==> config.mk <==
export PLATFORM = sky130hd
export DESIGN_NAME = uart_field_receiver
export DESIGN_NICKNAME = d
export VERILOG_FILES = /design/src/rtl/uart_field_receiver.sv
export SDC_FILE = /design/constraint.sdc
export NUM_CORES = 1
export LEC_CHECK = 0
export BUFFER_PORTS_ARGS = -buffer_cell sky130_fd_sc_hd__buf_2
export CAP_MARGIN = 10
export CORE_MARGIN = 10
export CORE_UTILIZATION = 49
export DETAILED_ROUTE_END_ITERATION = 7
export PLACE_DENSITY_LB_ADDON = 0.05
export SLEW_MARGIN = 5
export SYNTH_ARGS = -nofsm -noshare
export SYNTH_HDL_FRONTEND = slang
export SYNTH_SLANG_ARGS = --single-unit
==> constraint.sdc <==
create_clock -name clk -period 2.2 [get_ports clk]
set_clock_uncertainty 0.1 [all_clocks]
set_input_delay 0.11 -clock clk [delete_from_list [all_inputs] [get_ports clk]]
set_output_delay 0.11 -clock clk [all_outputs]
set_load 0.1 [all_outputs]
==> src/rtl/uart_field_receiver.sv <==
// Oversampling UART receiver that packs characters into delimited fields.
// Build option UART_PARITY_EN adds an even-parity bit after the data bits.
module uart_field_receiver #(
  parameter int CLK_FREQ    = 50000000,
  parameter int BAUD        = 115200,
  parameter int OVERSAMPLE  = 16,
  parameter int DATA_BITS   = 8,
  parameter int NUM_FIELDS  = 2,
  parameter int FIELD_BYTES = 4,
  parameter logic [7:0] DELIM = 8'd44,
  parameter logic [7:0] TERM  = 8'd64,
  localparam int FIW = (NUM_FIELDS > 1) ? $clog2(NUM_FIELDS) : 1,
  localparam int FW  = NUM_FIELDS * FIELD_BYTES * 8
) (
  input  logic                 clk,
  input  logic                 reset_n,
  input  logic                 rxd,
  input  logic                 clear,
  output logic [DATA_BITS-1:0] byte_data,
  output logic                 byte_valid,
  output logic [FW-1:0]        fields,
  output logic [FIW-1:0]       field_idx,
  output logic                 frame_done,
  output logic                 locked,
  output logic                 frame_err,
  output logic                 parity_err
);

  localparam int DIV_RAW = CLK_FREQ / (BAUD * OVERSAMPLE);
  localparam int DIV     = (DIV_RAW < 1) ? 1 : DIV_RAW;
  localparam int CW      = (DIV > 1) ? $clog2(DIV) : 1;
  localparam int SW      = $clog2(OVERSAMPLE);
  localparam int FB8     = FIELD_BYTES * 8;

  localparam logic [CW-1:0]  DLAST = CW'(DIV - 1);
  localparam logic [SW-1:0]  HALF  = SW'(OVERSAMPLE / 2 - 1);
  localparam logic [SW-1:0]  LAST  = SW'(OVERSAMPLE - 1);
  localparam logic [2:0]     BLAST = 3'(DATA_BITS - 1);
  localparam logic [FIW-1:0] ILAST = FIW'(NUM_FIELDS - 1);

`ifdef UART_PARITY_EN
  typedef enum logic [2:0] {
    S_IDLE, S_START, S_DATA, S_PARITY, S_STOP
  } state_t;
`else
  typedef enum logic [2:0] {
    S_IDLE, S_START, S_DATA, S_STOP
  } state_t;
`endif

  state_t                state;
  logic                  rxd_m;
  logic                  rxd_s;
  logic [CW-1:0]         dcnt;
  logic                  tick;
  logic [SW-1:0]         scnt;
  logic [2:0]            bcnt;
  logic [DATA_BITS-1:0]  shreg;
  logic                  stop_smp;
  logic                  par_bad;
  logic                  accept;
  logic [7:0]            b8;
  logic [FB8-1:0]        cur;
  logic [FB8-1:0]        nxt;

  always_ff @(posedge clk or negedge reset_n) begin
    if (!reset_n) begin
      rxd_m <= 1'b1;
      rxd_s <= 1'b1;
    end else begin
      rxd_m <= rxd;
      rxd_s <= rxd_m;
    end
  end

  always_ff @(posedge clk or negedge reset_n) begin
    if (!reset_n) dcnt <= '0;
    else          dcnt <= tick ? '0 : dcnt + 1'b1;
  end

  assign tick = (dcnt == DLAST);

`ifdef UART_PARITY_EN
  logic pbit;
  logic perr_q;
  assign par_bad    = ^{shreg, pbit};
  assign parity_err = perr_q;
`else
  assign par_bad    = 1'b0;
  assign parity_err = 1'b0;
`endif

  always_comb begin
    stop_smp = tick && (state == S_STOP) && (scnt == LAST);
    accept   = stop_smp && rxd_s && !par_bad;
    b8       = '0;
    b8[DATA_BITS-1:0] = shreg;
    cur      = fields[int'(field_idx)*FB8 +: FB8];
    nxt      = FB8'({cur, b8});
  end

  always_ff @(posedge clk or negedge reset_n) begin
    if (!reset_n) begin
      state      <= S_IDLE;
      scnt       <= '0;
      bcnt       <= '0;
      shreg      <= '0;
      byte_data  <= '0;
      byte_valid <= 1'b0;
      frame_err  <= 1'b0;
`ifdef UART_PARITY_EN
      pbit       <= 1'b0;
      perr_q     <= 1'b0;
`endif
    end else begin
      byte_valid <= accept;
      frame_err  <= stop_smp && !rxd_s;
`ifdef UART_PARITY_EN
      perr_q     <= stop_smp && rxd_s && par_bad;
`endif
      if (accept) byte_data <= shreg;
      if (tick) begin
        case (state)
          S_IDLE: begin
            if (!rxd_s) begin
              scnt  <= '0;
              state <= S_START;
            end
          end
          S_START: begin
            scnt <= scnt + 1'b1;
            if (scnt == HALF) begin
              scnt  <= '0;
              bcnt  <= '0;
              state <= rxd_s ? S_IDLE : S_DATA;
            end
          end
          S_DATA: begin
            scnt <= scnt + 1'b1;
            if (scnt == LAST) begin
              shreg <= {rxd_s, shreg[DATA_BITS-1:1]};
              bcnt  <= bcnt + 1'b1;
              if (bcnt == BLAST) begin
`ifdef UART_PARITY_EN
                state <= S_PARITY;
`else
                state <= S_STOP;
`endif
              end
            end
          end
`ifdef UART_PARITY_EN
          S_PARITY: begin
            scnt <= scnt + 1'b1;
            if (scnt == LAST) begin
              pbit  <= rxd_s;
              state <= S_STOP;
            end
          end
`endif
          S_STOP: begin
            scnt <= scnt + 1'b1;
            // back to idle at mid-stop so the next start edge is caught early
            if (scnt == LAST) state <= S_IDLE;
          end
          default: state <= S_IDLE;
        endcase
      end
    end
  end

  always_ff @(posedge clk or negedge reset_n) begin
    if (!reset_n) begin
      fields     <= '0;
      field_idx  <= '0;
      locked     <= 1'b0;
      frame_done <= 1'b0;
    end else begin
      frame_done <= 1'b0;
      if (clear) begin
        fields    <= '0;
        field_idx <= '0;
        locked    <= 1'b0;
      end else if (accept && !locked) begin
        unique case (1'b1)
          (b8 == TERM): begin
            locked     <= 1'b1;
            frame_done <= 1'b1;
          end
          (b8 == DELIM): begin
            if (field_idx != ILAST) field_idx <= field_idx + 1'b1;
          end
          default: fields[int'(field_idx)*FB8 +: FB8] <= nxt;
        endcase
      end
    end
  end

endmodule

# --- Word-level counts from Yosys, hierarchy flattened ---
# Cells that the tools add are included.
totals:
  register_bits: 102
  input_bits: 4
  output_inout_bits: 78
  elab_cells: 87
op_classes:
  add_sub_neg: 5
  eq_ne: 15
  shifts: 3
  mux: 28
  n_reduce_logical: 22
ops:
  columns: ["operator", "count"]
  rows:
  - ["two-way mux 64 bit", 3]
  - ["bitwise mux 64 bit", 1]
  - ["variable shift 32 x 33 -> 64 bit, first input constant", 1]
  - ["indexed part select 32 x 33 -> 64 bit", 1]
  - ["indexed part select 64 x 7 -> 24 bit", 1]
  - ["negator 6 -> 33 bit", 1]
  - ["two-way mux 3 bit", 7]
  - ["one-hot mux 3 bit (4 select lines)", 1]
  - ["one-hot mux 4 bit (3 select lines)", 1]
  - ["two-way mux 1 bit", 10]
  - ["equality test 8 x 6 -> 1 bit, second input constant", 1]
  - ["equality test 8 x 7 -> 1 bit, second input constant", 1]
  - ["two-way mux 4 bit", 2]
  - ["!= test 2 bit, second input constant", 4]
  - ["nonzero test 2 bit", 4]
  - ["equality test 3 x 2 -> 1 bit, second input constant", 2]
  - ["one-hot mux 3 bit (2 select lines)", 1]
  - ["AND reduction 2 bit", 3]
  - ["AND reduction 3 bit", 2]
  - ["AND reduction 6 bit", 1]
  - ["adder 5 x 1 -> 5 bit, second input constant", 1]
  - ["equality test 5 bit, second input constant", 1]
  - ["logical AND 1 bit", 5]
  - ["two-way mux 5 bit", 1]
  - ["14 further kinds", 17]

# --- Depth between registers and ports, before layout ---
# Gate-level depths: netlist (run 1).
depth:
  depth_word: 7
  ltp_mapped: 9

# --- Least setup slack after synthesis (run 1) ---
# OpenSTA, ideal clock, no wires.
synth_path:
  path_kind: "register -> register"
  startpoint: "reg field_idx"
  endpoint: "reg fields[44]"
  setup_time_ps: 69
  arrival_ps: 2262
  required_ps: 2031
  slack_ps: -231
  stages_incl_launch_ff: 7
  path_buffers: 2
  path_cell_list: "dfrtp_1 -> inv_1 -> nor2_1 -> and3_1 -> buf_2 -> buf_6 -> a22o_1"
synth_via:
  elab_chain_cells: 6
  word_cells_on_any_way: 8
  cone_classes: "add/sub: 1; shift: 3; mux: 4"
synth_rtl:
  columns: ["item", "line_no", "text"]
  rows:
  - ["start, declared", "22", "output logic [FIW-1:0] field_idx,"]
  - ["start signal, assigned", "191", "if (field_idx != ILAST) field_idx <= field_idx + 1'b1;"]
  - ["indexed part select 64 x 7 -> 24 bit or negator 6 -> 33 bit (tied branches)", "98, 193", null]
  - ["indexed part select 32 x 33 -> 64 bit or variable shift 32 x 33 -> 64 bit (tied branches)", "193", "default: fields[int'(field_idx)*FB8 +: FB8] <= nxt;"]
  - ["bitwise mux 64 bit (*)", "193", null]
  - ["two-way mux 64 bit (*)", "185", "unique case (1'b1)"]
  - ["two-way mux 64 bit (*)", "184", "end else if (accept && !locked) begin"]
  - ["two-way mux 64 bit (*)", "180", "if (clear) begin"]
  - ["end signal, assigned by index", "193", null]
  - ["end, declared", "21", "output logic [FW-1:0] fields,"]
# Every way passes the cells marked *; elsewhere a longest branch is shown, timed or not. The select of a mux whose other input is x is not followed.
# A chain may end at the register's enable or synchronous reset.

# --- Worst setup path after layout (run 1) ---
layout_path:
  startpoint: "reg dcnt[0]"
  endpoint: "reg state[0]"
layout_via:
  elab_chain_cells: 2
layout_rtl:
  columns: ["item", "line_no", "text"]
  rows:
  - ["start, declared", "54", "logic [CW-1:0] dcnt;"]
  - ["start signal, assigned", "78", "else dcnt <= tick ? '0 : dcnt + 1'b1;"]
  - ["equality test 5 bit", "81", "assign tick = (dcnt == DLAST);"]
  - ["AND reduction 6 bit (no source line)", null, null]
  - ["end signal, assigned", "135", "state <= rxd_s ? S_IDLE : S_DATA;"]
  - ["end, declared", "51", "state_t state;"]
# Every way passes these cells.

==> results.yml, run 1 <==
run_status:
  status: "completed"
logic_synthesis:
  avgSynthCellArea_um2: 13.2
  ys_types: 48
  ys.warnings.count: 0
  synth_area_mm2: 0.00423
  synthArstFlopShare_pct: 100
  synth_fp_nets: 330
  synth_cells: 321
  ys_ff_latch: 101
  synth-edff-count: 0
  ys_seq_area_share_pct: 59.9
  synth-main-ff-cell: "dfrtp_1"
route:
  antenna_left: 0
  first_pass_iters: 4
  wl_um: 10100
  via_count: 2902
  wire_per_inst_um: 19.1
  via_per_inst: 5.49
  route.detailed.drc: 0
  drtIter0Drc: 154
placed_design:
  routabilityCongestion: 0.816
  place_area_mm2: 0.00483
  dp.cells: 509
  hpwl_um: 6770
  io_buffers: 80
pwr:
  power_density_mw_per_mm2: 616
  leakagePower_nw: 2.60
  ir_drop_mv: 0.373
layout:
  area_delta_synth_final_pct: 21.1
  final_nets: 429
  n_antenna_cell: 0
  drive_above_1_share_pct: 37.0
  layoutNonFillerInstCount: 529
  fin_util_pct: 61.7
  layout_common_cells: "98 x dfrtp_1, 79 x buf_2, 53 x a22o_1"
  final_common_cell: "dfrtp_1"
  design_area_mm2: 0.00512
floorplanning:
  rows: 33
  fp.coreArea_mm2: 0.00830
  pin_count: 82
  die_area_mm2: 0.0127
  start_util_pct: 50.9
  die_h_um: 113
  die_w_um: 113
critical_path:
  worstSetupPathType: "reg2reg"
  worstSetupStartpointType: "flip-flop"
  arrival_ns: 2.25
  critical_path_required_ns: 2.38
  cp-end-kind: "flip-flop"
  worstPathMaxFanout: 7
clock_tree:
  cts_sinks: 101
  htreeDepth: 3
  root_buffer: "clkbuf_8"
  cts_buffer_depth: 2
  cts_tree: "built"
  path_clk_slew_ns: 0.10
  cts_buffers: 9
  clk_latency_ns: 0.36
grt:
  grt_pass1_vias: 2944
  grt_antenna_before_repair: 0
  grt_overflow: 0
  track_usage_pct: 15.0
  grt_max_degree: 55
  grt_pass1_wl_um: 15800
timing:
  setup_viol: 0
  finalMaxSlewViolations: 0
  max_slew.worst_pin.slew_ns: 0.566
  clock.fmax_ghz: 0.483
  hold_viol: 0
  finalCritPeriodShare_pct: 94.1
  tns_ns: 0
  timing.hold.ws_ns: 0.105
  fin_crit_ns: 2.07
  slew_headroom_pct: 62.2
flow_run:
  cap_violations: 0
hold_path:
  worstHoldPathType: "in2async"
-- power breakdown --
part	switching (W)	internal (W)
combinational	0.0000783	0.0000228
clock	0.000635	0.000555
sequential	0.00000119	0.00186
total	0.000715	0.00244
-- final timing paths --
kind	startpoint	to	slack, ns	depth (start not counted)
setup / recovery	dcnt[0]	state[0]	0.13	7
hold reg to reg	rxd_m	rxd_s	0.26	0
hold / removal	reset_n	fields[60]	0.11	2
setup reg to reg	dcnt[0]	state[0]	0.13	7
min in group clk	clear	field_idx	0.14	2
max in group asynchronous	reset_n	field_idx	1.25	3
-- per-stage QoR --
| stage | worst slack (ns) | power (W) |
|---|---|---|
| 2_1_floorplan | 0.0835 | 0.00194 |
| 3_3_place_gp | 0.0712 | 0.00199 |
| 3_5_place_dp | -0.0112 | 0.00199 |
| 4_1_cts | 0.0168 | 0.00318 |
| 5_1_grt | -0.00456 | 0.00327 |
| 6_report | 0.131 | 0.00315 |
-- cell type report --
cell class	count	area, um^2
well taps	105	131
inverters	9	33.8
flip-flops and latches	101	2530
multi-input cells	194	1600
repair buffers	105	624
fillers	672	3180
clock buffers	10	138
clock inverters	5	60.1
-- synth_stat cells, drive strengths merged (3+ instances only) --
cell     n  area (um^2)
dfrtp   99         2480
a22o    53          464
nand2   21         78.8
mux2    17          191
buf     16          119
nor2    16         60.1
mux2i   14          140
nand2b  13         81.3
inv      9         33.8
a21oi    6         30.0
ha       5         62.6
a31oi    4         55.1
nor3     4         25.0
o21ai    4         20.0
a211oi   3         22.5
clkbuf   3         11.3
nand3    3         15.0
nor2b    3         18.8
nor4     3         40.0
-- sequential cells by signal, summed over array words and instances, names as in the netlist --
name,flops
bcnt,3
frame_done,1
b8,8
byte_valid,1
rxd_s,1
frame_err,1
dcnt,5
rxd_m,1
field_idx,1
locked,1
byte_data,8
fields,64
state,2
scnt,4
-- critical path, stage by stage (launching register included) --
cell and delay [ns]:
dfrtp_1 0.41, inv_1 0.07, ha_2 0.21, nand4b_4 0.21, buf_4 0.22, a21o_1 0.20
or4_1 0.48, o211ai_1 0.09
-- metal layers --
layer	vias to the layer above	GRT usage, %	part of all wire [%]
met3	18	3.70	5.1
met5	-	0	0
met2	71	23.9	48
li1	1371	-	-
met1	1442	19.2	45
met4	0	6.09	2.0
-- kinds of logic (layout without fill, tap and decap cells) --
logic type	after synthesis	after routing	synth area share, %
buffers and inverters	28	129	3.88
XOR/XNOR	2	2	0.415
AO/OA/AOI/OAI	77	79	15.5
adder cells (fa/ha/maj)	5	5	1.48
other	1	1	0.0887
AND/OR/NAND/NOR	76	76	11.0
flip-flops	101	101	59.9
multiplexers	31	31	7.84
-- timing repair --
item / 4_1_cts / 5_1_grt
pin swaps: 1 / 2
buffers inserted: 0 / 1
resized for setup: 0 / 9
cloned: 0 / 2
hold endpoints to repair: 93 / 0
hold buffers: 2 / 0
setup endpoints to repair: 14 / 62
Note: power is estimated with default switching activity, not from simulation.
==> run 2, diff against run 1 <==
--- a/config.mk
+++ b/config.mk
@@ -7,8 +7,10 @@
 export LEC_CHECK = 0
 export BUFFER_PORTS_ARGS = -buffer_cell sky130_fd_sc_hd__buf_2
 export CAP_MARGIN = 10
+export CELL_PAD_IN_SITES_DETAIL_PLACEMENT = 0
+export CELL_PAD_IN_SITES_GLOBAL_PLACEMENT = 1
 export CORE_MARGIN = 10
-export CORE_UTILIZATION = 49
+export CORE_UTILIZATION = 40
 export DETAILED_ROUTE_END_ITERATION = 7
 export PLACE_DENSITY_LB_ADDON = 0.05
 export SLEW_MARGIN = 5
==> results.yml, run 2 (synthesis results as in run 1) <==
run_status:
  status: "completed"
clock_tree:
  cts_buffer_depth: 2
  htreeDepth: 3
  clk_latency_ns: 0.36
  cts_buffers: 9
  cts_tree: "built"
  cts_sinks: 101
  path_clk_slew_ns: 0.11
  root_buffer: "clkbuf_8"
layout:
  drive_above_1_share_pct: 38.0
  top_register: "fields"
  largest_reg_flops: 64
  area_delta_synth_final_pct: 23.7
  layoutNonFillerInstCount: 568
  final_nets: 436
  design_area_mm2: 0.00523
  fin_util_pct: 50.7
  layout_common_cells: "97 x dfrtp_1, 80 x buf_2, 53 x a22o_1"
  nFillCells: 925
  n_antenna_cell: 0
  final_common_cell: "dfrtp_1"
placed_design:
  routabilityCongestion: 0.771
  place_area_mm2: 0.00490
  io_buffers: 80
  hpwl_um: 7050
  dp.cells: 543
pwr:
  ir_drop_mv: 0.322
  leakagePower_nw: 2.64
  power_density_mw_per_mm2: 597
route:
  drtIter0Drc: 166
  route.detailed.drc: 0
  wl_um: 10500
  wire_per_inst_um: 18.5
  via_per_inst: 5.19
  via_count: 2946
  first_pass_iters: 4
  antenna_left: 0
floorplanning:
  pin_count: 82
  die_w_um: 123
  rows: 37
  die_area_mm2: 0.0151
  die_h_um: 123
  start_util_pct: 40.9
  fp.coreArea_mm2: 0.0103
critical_path:
  crit-reg2reg-launch: "dcnt[0]"
  crit_family: "simple AND/OR/NAND/NOR gates"
  critical_path_required_ns: 2.36
  cpMaxStageDelayCell: "dfrtp_1"
  crit_chain: "inv_1 > ha_1 > nand4b_4 > nor2_4 > nor4b_4 > buf_4 > buf_4 > mux2_2"
  max_stage_delay_ns: 0.42
  crit_top_cell: "buf_4"
  regToRegSetupSlack_ns: 0.12
  worstSetupStartpointType: "flip-flop"
  rr_endpoint: "b8[0]"
  reg2reg_depth: 8
  worstPathMaxFanout: 5
  cp_num_buf_inv: 3
  worstSetupPathType: "reg2reg"
  cp-end-kind: "flip-flop"
  arrival_ns: 2.24
timing:
  max_slew.worst_pin.slew_ns: 0.602
  setup_viol: 0
  tns_ns: 0
  clock.fmax_ghz: 0.480
  rsz0062_at_grt: "no"
  fin_crit_ns: 2.08
  hold_viol: 0
  finalCritPeriodShare_pct: 94.6
  slew_headroom_pct: 59.9
  finalMaxSlewViolations: 0
hold_path:
  worstHoldPathType: "in2async"
grt:
  grt_pass1_wl_um: 16200
  grt_max_degree: 45
  grt_pass1_vias: 3017
  grt_overflow: 0
  track_usage_pct: 13.5
  grt_antenna_before_repair: 0
flow_run:
  cap_violations: 0
[run 2: worst max-delay path by stage]
stage | from | endpoint | slack [ns] | depth (start not counted)
2_1_floorplan | locked | fields[19] | 0.08 | 5
3_3_place_gp | b8[6] | fields[22] | 0.04 | 4
3_5_place_dp | scnt[0] | fields[22] | 0.0009 | 5
4_1_cts | scnt[0] | fields[25] | 0.005 | 5
5_1_grt | dcnt[0] | b8[7] | 0.01 | 8
6_report | dcnt[0] | b8[0] | 0.12 | 8
[run 2: cell type report]
class,instances,area [um^2],area share [%]
tap,136,170,3.25
inverter,9,33.8,0.646
clock inverter,6,55.1,1.05
multi-input combinational,194,1610,30.8
sequential,101,2530,48.4
clock buffer,10,138,2.63
timing repair buffer,112,689,13.2
[run 2: timing repair]
item | 4_1_cts | 5_1_grt
endpoints found under the setup margin | 51 | 60
gates cloned | 0 | 3
hold buffers | 3 | 0
gates resized for setup | 1 | 11
endpoints found under the hold margin | 42 | 0
pin swaps | 2 | 2
buffers inserted | 0 | 3
[run 2: metrics by stage]
stage | hold WS [ns] | power [W] | setup slack, ns
finish | 0.178 | 0.00312 | 0.119
global placement | 0.0612 | 0.00200 | 0.0433
CTS | 0.193 | 0.00316 | 0.00485
floorplan | -0.286 | 0.00194 | 0.0835
global route | 0.202 | 0.00327 | 0.0143
detailed placement | 0.0615 | 0.00200 | 0.000917
[run 2: layer usage]
metal  track usage (%)  up-vias  wire length, um
met3              3.99       12              561
met4              4.64        0              170
met1              17.3     1482             4750
met2              21.4       57             5040
li1                  -     1395                -
met5                 0        -                0
[run 2: power by group]
part	internal, W	switching [W]	leakage [nW]
Clock	0.000465	0.000690	0.0929
Combinational	0.0000285	0.0000808	1.17
Sequential	0.00186	0.00000150	1.38
Total	0.00235	0.000772	2.64
==> run 3, diff against run 2 <==
--- a/config.mk
+++ b/config.mk
@@ -12,6 +12,7 @@
 export CORE_MARGIN = 10
 export CORE_UTILIZATION = 40
 export DETAILED_ROUTE_END_ITERATION = 7
+export MAX_ROUTING_LAYER = met4
 export PLACE_DENSITY_LB_ADDON = 0.05
 export SLEW_MARGIN = 5
 export SYNTH_ARGS = -nofsm -noshare
==> results.yml, run 3 (synthesis results as in run 1) <==
run_status:
  status: "completed"
timing:
  postLayoutSetupSlackWorst_ns: 0.116
  fin_crit_ns: 2.08
  setup_viol: 0
  finalMaxSlewViolations: 0
  max_slew.worst_pin.slew_ns: 0.599
  clock.fmax_ghz: 0.480
  slew_headroom_pct: 60.0
  finalCritPeriodShare_pct: 94.7
  tns_ns: 0
  hold_viol: 0
  rsz0062_at_grt: "no"
pwr:
  power_w: 0.00313
  power_density_mw_per_mm2: 599
  leakagePower_nw: 2.64
  ir_drop_mv: 0.322
grt:
  grt_max_degree: 45
  grt_overflow: 0
  grt_antenna_before_repair: 0
  grt_pass1_wl_um: 16200
  track_usage_pct: 14.0
  grt_pass1_vias: 3015
critical_path:
  arrival_ns: 2.25
  worstPathMaxFanout: 5
  cp-end-kind: "flip-flop"
  worstSetupPathType: "reg2reg"
  worstSetupStartpointType: "flip-flop"
  critical_path_required_ns: 2.36
floorplanning:
  die_area_mm2: 0.0151
  die_w_um: 123
  die_h_um: 123
  fp.coreArea_mm2: 0.0103
  start_util_pct: 40.9
  pin_count: 82
  rows: 37
route:
  first_pass_iters: 4
  via_per_inst: 5.20
  route.detailed.drc: 0
  drtIter0Drc: 161
  wl_um: 10500
  antenna_left: 0
  wire_per_inst_um: 18.5
  via_count: 2951
placed_design:
  io_buffers: 80
  hpwl_um: 7050
  routabilityCongestion: 0.782
  place_ws_ns: 0.000917
layout:
  layout_common_cells: "97 x dfrtp_1, 80 x buf_2, 53 x a22o_1"
  largest_reg_flops: 64
  final_nets: 436
  drive_above_1_share_pct: 38.0
  final_common_cell: "dfrtp_1"
  n_antenna_cell: 0
  area_delta_synth_final_pct: 23.7
  top_register: "fields"
clock_tree:
  cts_buffers: 9
  path_clk_slew_ns: 0.11
  cts_tree: "built"
  clk_latency_ns: 0.37
  cts_buffer_depth: 2
  root_buffer: "clkbuf_8"
  htreeDepth: 3
  cts_sinks: 101
flow_run:
  cap_violations: 0
hold_path:
  worstHoldPathType: "in2async"
[run 3: final timing paths]
| path | startpoint | to | slack (ns) | depth (start not counted) |
|---|---|---|---|---|
| max reg2reg | dcnt[0] | b8[0] | 0.12 | 8 |
| max | dcnt[0] | b8[0] | 0.12 | 8 |
| min | reset_n | fields[60] | 0.17 | 2 |
| min in group clk | rxd_m | rxd_s | 0.26 | 0 |
| min reg2reg | rxd_m | rxd_s | 0.26 | 0 |
| max in group asynchronous | reset_n | fields[5] | 1.24 | 3 |
[run 3: metrics by stage]
step / hold slack [ns] / util, % / instance area (um^2) / instances
after detailed placement: 0.0615 / 47.5 / 4900 / 543
after CTS: 0.193 / 49.7 / 5130 / 562
after global placement: 0.0612 / 47.5 / 4900 / 543
after floorplan: -0.286 / - / 4230 / 321
after global routing: 0.205 / 50.7 / 5230 / 568
final: 0.170 / 50.7 / 5230 / 568
[run 3: timing repair]
action	in CTS	in global routing
setup endpoints to repair	51	60
hold buffers	3	0
buffers inserted	0	3
cloned	0	3
gates resized for setup	1	11
pin swaps	2	2
endpoints found under the hold margin	42	0
[run 3: layout make-up]
cell class              count  area, um^2
multi-input cells         194        1610
well taps                 136         170
inverters                   9        33.8
clock inverters             6        55.1
flip-flops and latches    101        2530
clock buffers              10         138
repair buffers            112         689
fillers                   925        5090
[run 3: report_power, final]
group          switching (W)  internal (W)  leakage, nW
sequential        0.00000150       0.00186         1.38
combinational      0.0000801     0.0000285         1.17
clock               0.000699      0.000465       0.0929
total               0.000780       0.00235         2.64
[run 3: routing by layer]
| metal | routed length (um) | vias to the layer above | GRT usage [%] |
|---|---|---|---|
| met5 | 0 | - | - |
| met4 | 208 | 0 | 5.52 |
| met3 | 561 | 14 | 3.35 |
| met2 | 5080 | 62 | 21.4 |
| met1 | 4660 | 1482 | 17.4 |
| li1 | - | 1393 | - |
[run 3: critical path, cell delays in order (launching register included)]
cell and delay [ns]:
dfrtp_1 0.42, inv_1 0.07, ha_1 0.22, nand4b_4 0.15, nor2_4 0.13, nor4b_4 0.25, buf_4 0.16, buf_4 0.14
mux2_2 0.34
